`src/rtl/instr_fetch_unit.sv`:
```
// Multi-cycle instruction fetch stage: owns the PC, fetches over a req/ack
// handshake into the instruction register and computes the next PC on retire.
module instr_fetch_unit #(
   parameter logic [31:0] RESET_PC = 32'h0000_0000
) (
   input  logic        clk,
   input  logic        rst,
   output logic        imem_req,
   output logic [31:0] imem_addr,
   input  logic        imem_ack,
   input  logic [31:0] imem_rdata,
   input  logic        Branch,
   input  logic        Jump,
   input  logic        Zero,
   input  logic [31:0] SignImm,
   input  logic        retire,
   input  logic        stall,
   output logic [31:0] Instr,
   output logic [5:0]  Opcode,
   output logic [5:0]  Funct,
   output logic [31:0] PC,
   output logic [31:0] PCPlus4,
   output logic        instr_valid
);

   // Memory handshake: imem_req stays high with a stable imem_addr until a cycle
   // in which imem_ack is sampled high; that edge captures imem_rdata.
   typedef enum logic {
      FETCH = 1'b0,
      EXEC  = 1'b1
   } state_t;

   localparam logic [31:0] RESET_PC_ALIGNED = {RESET_PC[31:2], 2'b00};

   state_t      state_q, state_d;
   logic [31:0] pc_q, pc_d;
   logic [31:0] instr_q, instr_d;
   logic [31:0] pc_plus4;
   logic [31:0] branch_off;
   logic [31:0] next_pc;

   always_ff @(posedge clk or posedge rst) begin
      if (rst) begin
         state_q <= FETCH;
         pc_q    <= RESET_PC_ALIGNED;
         instr_q <= 32'h0000_0000;
      end else begin
         state_q <= state_d;
         pc_q    <= pc_d;
         instr_q <= instr_d;
      end
   end

   assign pc_plus4   = pc_q + 32'd4;
   assign branch_off = SignImm << 2;

   // Jump outranks Branch; all three sources keep bits [1:0] at zero.
   always_comb begin
      next_pc = pc_plus4;
      if (Jump) begin
         next_pc = {pc_plus4[31:28], instr_q[25:0], 2'b00};
      end else if (Branch && Zero) begin
         next_pc = pc_plus4 + branch_off;
      end
   end

   always_comb begin
      state_d = state_q;
      pc_d    = pc_q;
      instr_d = instr_q;
      case (state_q)
         FETCH: begin
            if (imem_ack) begin
               instr_d = imem_rdata;
               state_d = EXEC;
            end
         end
         EXEC: begin
            if (retire && !stall) begin
               pc_d    = next_pc;
               state_d = FETCH;
            end
         end
         default: state_d = FETCH;
      endcase
   end

   // The request is gated by rst so it drops in the same cycle reset is applied.
   assign imem_req    = (state_q == FETCH) && !rst;
   assign imem_addr   = pc_q;
   assign instr_valid = (state_q == EXEC);
   assign Instr       = instr_q;
   assign Opcode      = instr_q[31:26];
   assign Funct       = instr_q[5:0];
   assign PC          = pc_q;
   assign PCPlus4     = pc_plus4;

endmodule

```
`config.mk`:
```
export PLATFORM = sky130hd
export DESIGN_NAME = instr_fetch_unit
export DESIGN_NICKNAME = d
export VERILOG_FILES = /design/src/rtl/instr_fetch_unit.sv
export SDC_FILE = /design/constraint.sdc
export NUM_CORES = 1
export LEC_CHECK = 0
export BUFFER_PORTS_ARGS = -buffer_cell sky130_fd_sc_hd__buf_2
export CAP_MARGIN = 25
export CORE_ASPECT_RATIO = 0.75
export CORE_MARGIN = 8
export CORE_UTILIZATION = 50
export CTS_CLUSTER_DIAMETER = 60
export DETAILED_ROUTE_END_ITERATION = 12
export MAX_ROUTING_LAYER = met4
export PLACE_DENSITY = 0.9
export SLEW_MARGIN = 0
export SYNTH_ARGS = -nofsm -noshare
export SYNTH_HDL_FRONTEND = slang
export SYNTH_SLANG_ARGS = --single-unit
```
`constraint.sdc`:
```
create_clock -name clk -period 7.15 [get_ports clk]
set_input_delay 1.43 -clock clk [delete_from_list [all_inputs] [get_ports clk]]
set_output_delay 1.43 -clock clk [all_outputs]
set_load 0.005 [all_outputs]
```
==> impl_results.md <==
- Total track usage: 0.2467
- Vias per cell: 5.800
- Die H: 106.8 µm
- Slew Limit Fails: 0
- DRT antenna net count: 0
- First-pass GRT wire length: 27.60 mm
- Synth Flop Type: dfrtp_1
- Netlist cell types: 65
- Power share of the sequential group: 0.264
- Tcrit/Tclk final: 0.5858
- Dominant cells by area after synthesis: dfrtp_1 29%, ha_1 8.2%, mux2_2 6.8%, buf_4 6.6%, a21oi_1 4.5%
- Hold-fix buffers, CTS: 0
- Crit path max-delay family: compound AO/OA/AOI/OAI gates
- Fmax: 238.8 MHz
- Slew margin rel.: 0.3221
- Min-delay src: Instr[30]
- Combinational power share: 0.507
- Worst Reg2Reg Path Length in Cells: 13
- Worst Tran Pin Value: 1009 ps
- Clock root buffer master: clkbuf_16
- CP arrival: 4430 ps
- Total chip power: 2.411 mW
- Number of I/O port buffers: 205
- Inserted Clock Buffers: 9
- Io pins: 214
- Crit-path cells: and3_1 > and3_1 > nand4_1 > xnor2_1 > ha_1 > a21o_1 > a21oi_1 > o21ai_0 > a21oi_1 > a31oi_1 > nand3_1 > mux2_2 > a22oi_1
- Setup TNS: 0 ps
- Standard-cell rows: 33
- Biggest area consumer among synthesized cells: dfrtp_1
- Final Net Count: 901
- CP startpoint: PC[4]
- CTS sink count: 63
- Layout Skew: 5.909 ps
- Startpoint Class: flip-flop
- DRT iter0 DRCs: 475
- Maximum VDD drop: 0.1575 mV
- Layout cell share with drive strength beyond 1: 0.3400
- Switching part of the total: 0.4188
- Static Leak: 3.275 nW
- Number of antenna violations at the first check in global routing: 1
- Via count: 5,440
- CP max stage cell: a21oi_1
- Final HPWL DP: 13.98 mm
- Register area share after synthesis: 0.2869
- Internal: 1.402 mW
- CP endpoint kind: flip-flop
- Buf/Inv on CP: 0
- # setup viols final: 0
- CP peak stage delay: 610 ps
- Yosys reg bits: 63
- Share of the synthesized area in the top cell type: 0.2869
- Number of flops mapped to enable cells by yosys: 0
- Gpl congestion: 0.9761
- Worst hold path type: flip-flop to flip-flop
- Fin. Hold Viols: 0
- Synth Cell Area: 5495 µm²
- Clock transition at path regs: 60 ps
- Drt pass-1 iters: 5
- DR WL/cell: 19.23 µm
- Htree depth: 3
- Yosys warnings: 0
- Core ar.: 10,820 µm²
- Filler cell count: 977
- Worst-skew pair later-pin latency: 330 ps
- Max-cap violations: 0
- Outcome: completed
- Cell Pwr Density: 362.6 nW/µm²
- Hold Crit Depth: 1
- Crit path required time: 7400 ps
- Die Wd: 137.1 µm
- Ys async rst share: 1.000
- Starting Density: 0.5080
- Most common cell after layout, fill and taps aside: buf_2
- Period minus WS final: 4188 ps
- Worst-path fanout max: 7
- Largest net degree at the start of global routing: 64
- Grt ovf: 0
- Psw: 1.010 mW
- FF-to-FF End: PC[29]
- CTS tree: done
- Routed WL: 18.04 mm
- DIE AREA: 14,640 µm²
- Setup Crit Path Kind: flip-flop to flip-flop
- Vias in the first global route: 5,117
- Most frequent cells in the layout: 205 x buf_2, 63 x dfrtp_1, 59 x nand2_1, 49 x a21oi_1, 42 x nor2_1
- Post-cts sizing count: 0
- Clock power share: 0.229
- RSZ-0062 raised after global routing: no
- Synthesized instance count: 644
- Avg Cell Area, Syn: 8.533 µm²
- Hold EP: Instr[30]
- Setup slack, reg-to-reg: 2960 ps
- DRC: 0
- P&R area growth vs syn: 21.02%
- Post-CTS Setup Inserts: 0
- RR Startpoint: PC[4]
- Clock buffer depth: 2
[routing by layer]
layer,track usage,vias to the layer above,part of all wire
li1,-,2589,-
met1,0.3311,2520,0.44
met2,0.3597,303,0.43
met3,0.07150,28,0.11
met4,0.05646,0,0.013
met5,-,-,0
[sequential cells by signal (all words and copies together), names as in the netlist]
| signal | flops |
|---|---|
| Instr | 32 |
| PC | 30 |
| instr_valid | 1 |
[power groups by stage]
stage	Sequential (mW)	Combinational (mW)	Clock, mW
detailed placement	0.638	1.21	0
global route	0.655	1.35	0.579
CTS	0.632	1.22	0.562
floorplan	0.599	0.869	0
global placement	0.629	1.20	0
finish	0.636	1.22	0.552
[cells by family (layout without fill, tap and decap cells)]
logic type	after synthesis	after routing	synth area share
xor+xnor	48	48	0.07650
simple gates	194	194	0.1767
buf+inv	88	236	0.09335
fa+ha+maj	37	37	0.08561
mux	36	36	0.07309
other cells	1	7	0.0006824
compound gates	177	177	0.2072
flops	63	63	0.2869
[area by class of cell]
class | instances | area, µm² | area share
antenna | 1 | 2.502 | 0.0003763
clock buffer | 9 | 225.2 | 0.03387
clock inverter | 7 | 145.1 | 0.02182
inverter | 12 | 45.04 | 0.006773
multi-input combinational | 498 | 3432 | 0.5161
sequential | 63 | 1577 | 0.2371
tap | 140 | 175.2 | 0.02634
timing repair buffer | 208 | 1049 | 0.1577
[cells in the mapped netlist, drive strengths merged (9+ instances only)]
| master | n |
|---|---|
| nand4 | 14 |
| mux2 | 33 |
| a21oi | 49 |
| dfrtp | 63 |
| and3 | 12 |
| ha | 36 |
| o21ai | 43 |
| o211ai | 9 |
| a21o | 21 |
| nand3 | 25 |
| inv | 11 |
| nor3 | 11 |
| clkbuf | 22 |
| buf | 54 |
| a211oi | 11 |
| xor2 | 20 |
| xnor2 | 28 |
| nor2 | 42 |
| nand2 | 59 |
[per-stage QoR]
stage	utilization	area, µm²	cells	setup slack (ps)	hold slack [ps]
global placement	0.5803	6277	921	2902	501.8
detailed placement	0.5803	6277	921	2931	516.4
global route	0.6147	6650	938	2737	548.0
CTS	0.6145	6648	937	3082	529.4
finish	0.6147	6650	938	2962	525.0
floorplan	-	5514	649	3483	519.2
[worst max path at each step]
| stage | to | slack (ps) | cells past startpoint |
|---|---|---|---|
| 5_1_grt | PC[29] | 2740 | 13 |
| 3_5_place_dp | PC[29] | 2930 | 10 |
| 3_3_place_gp | PC[29] | 2900 | 10 |
| 2_1_floorplan | PC[30] | 3480 | 10 |
| 4_1_cts | PCPlus4[23] | 3080 | 7 |
| 6_report | PC[29] | 2960 | 13 |
Note: power is estimated with default switching activity, not from simulation.
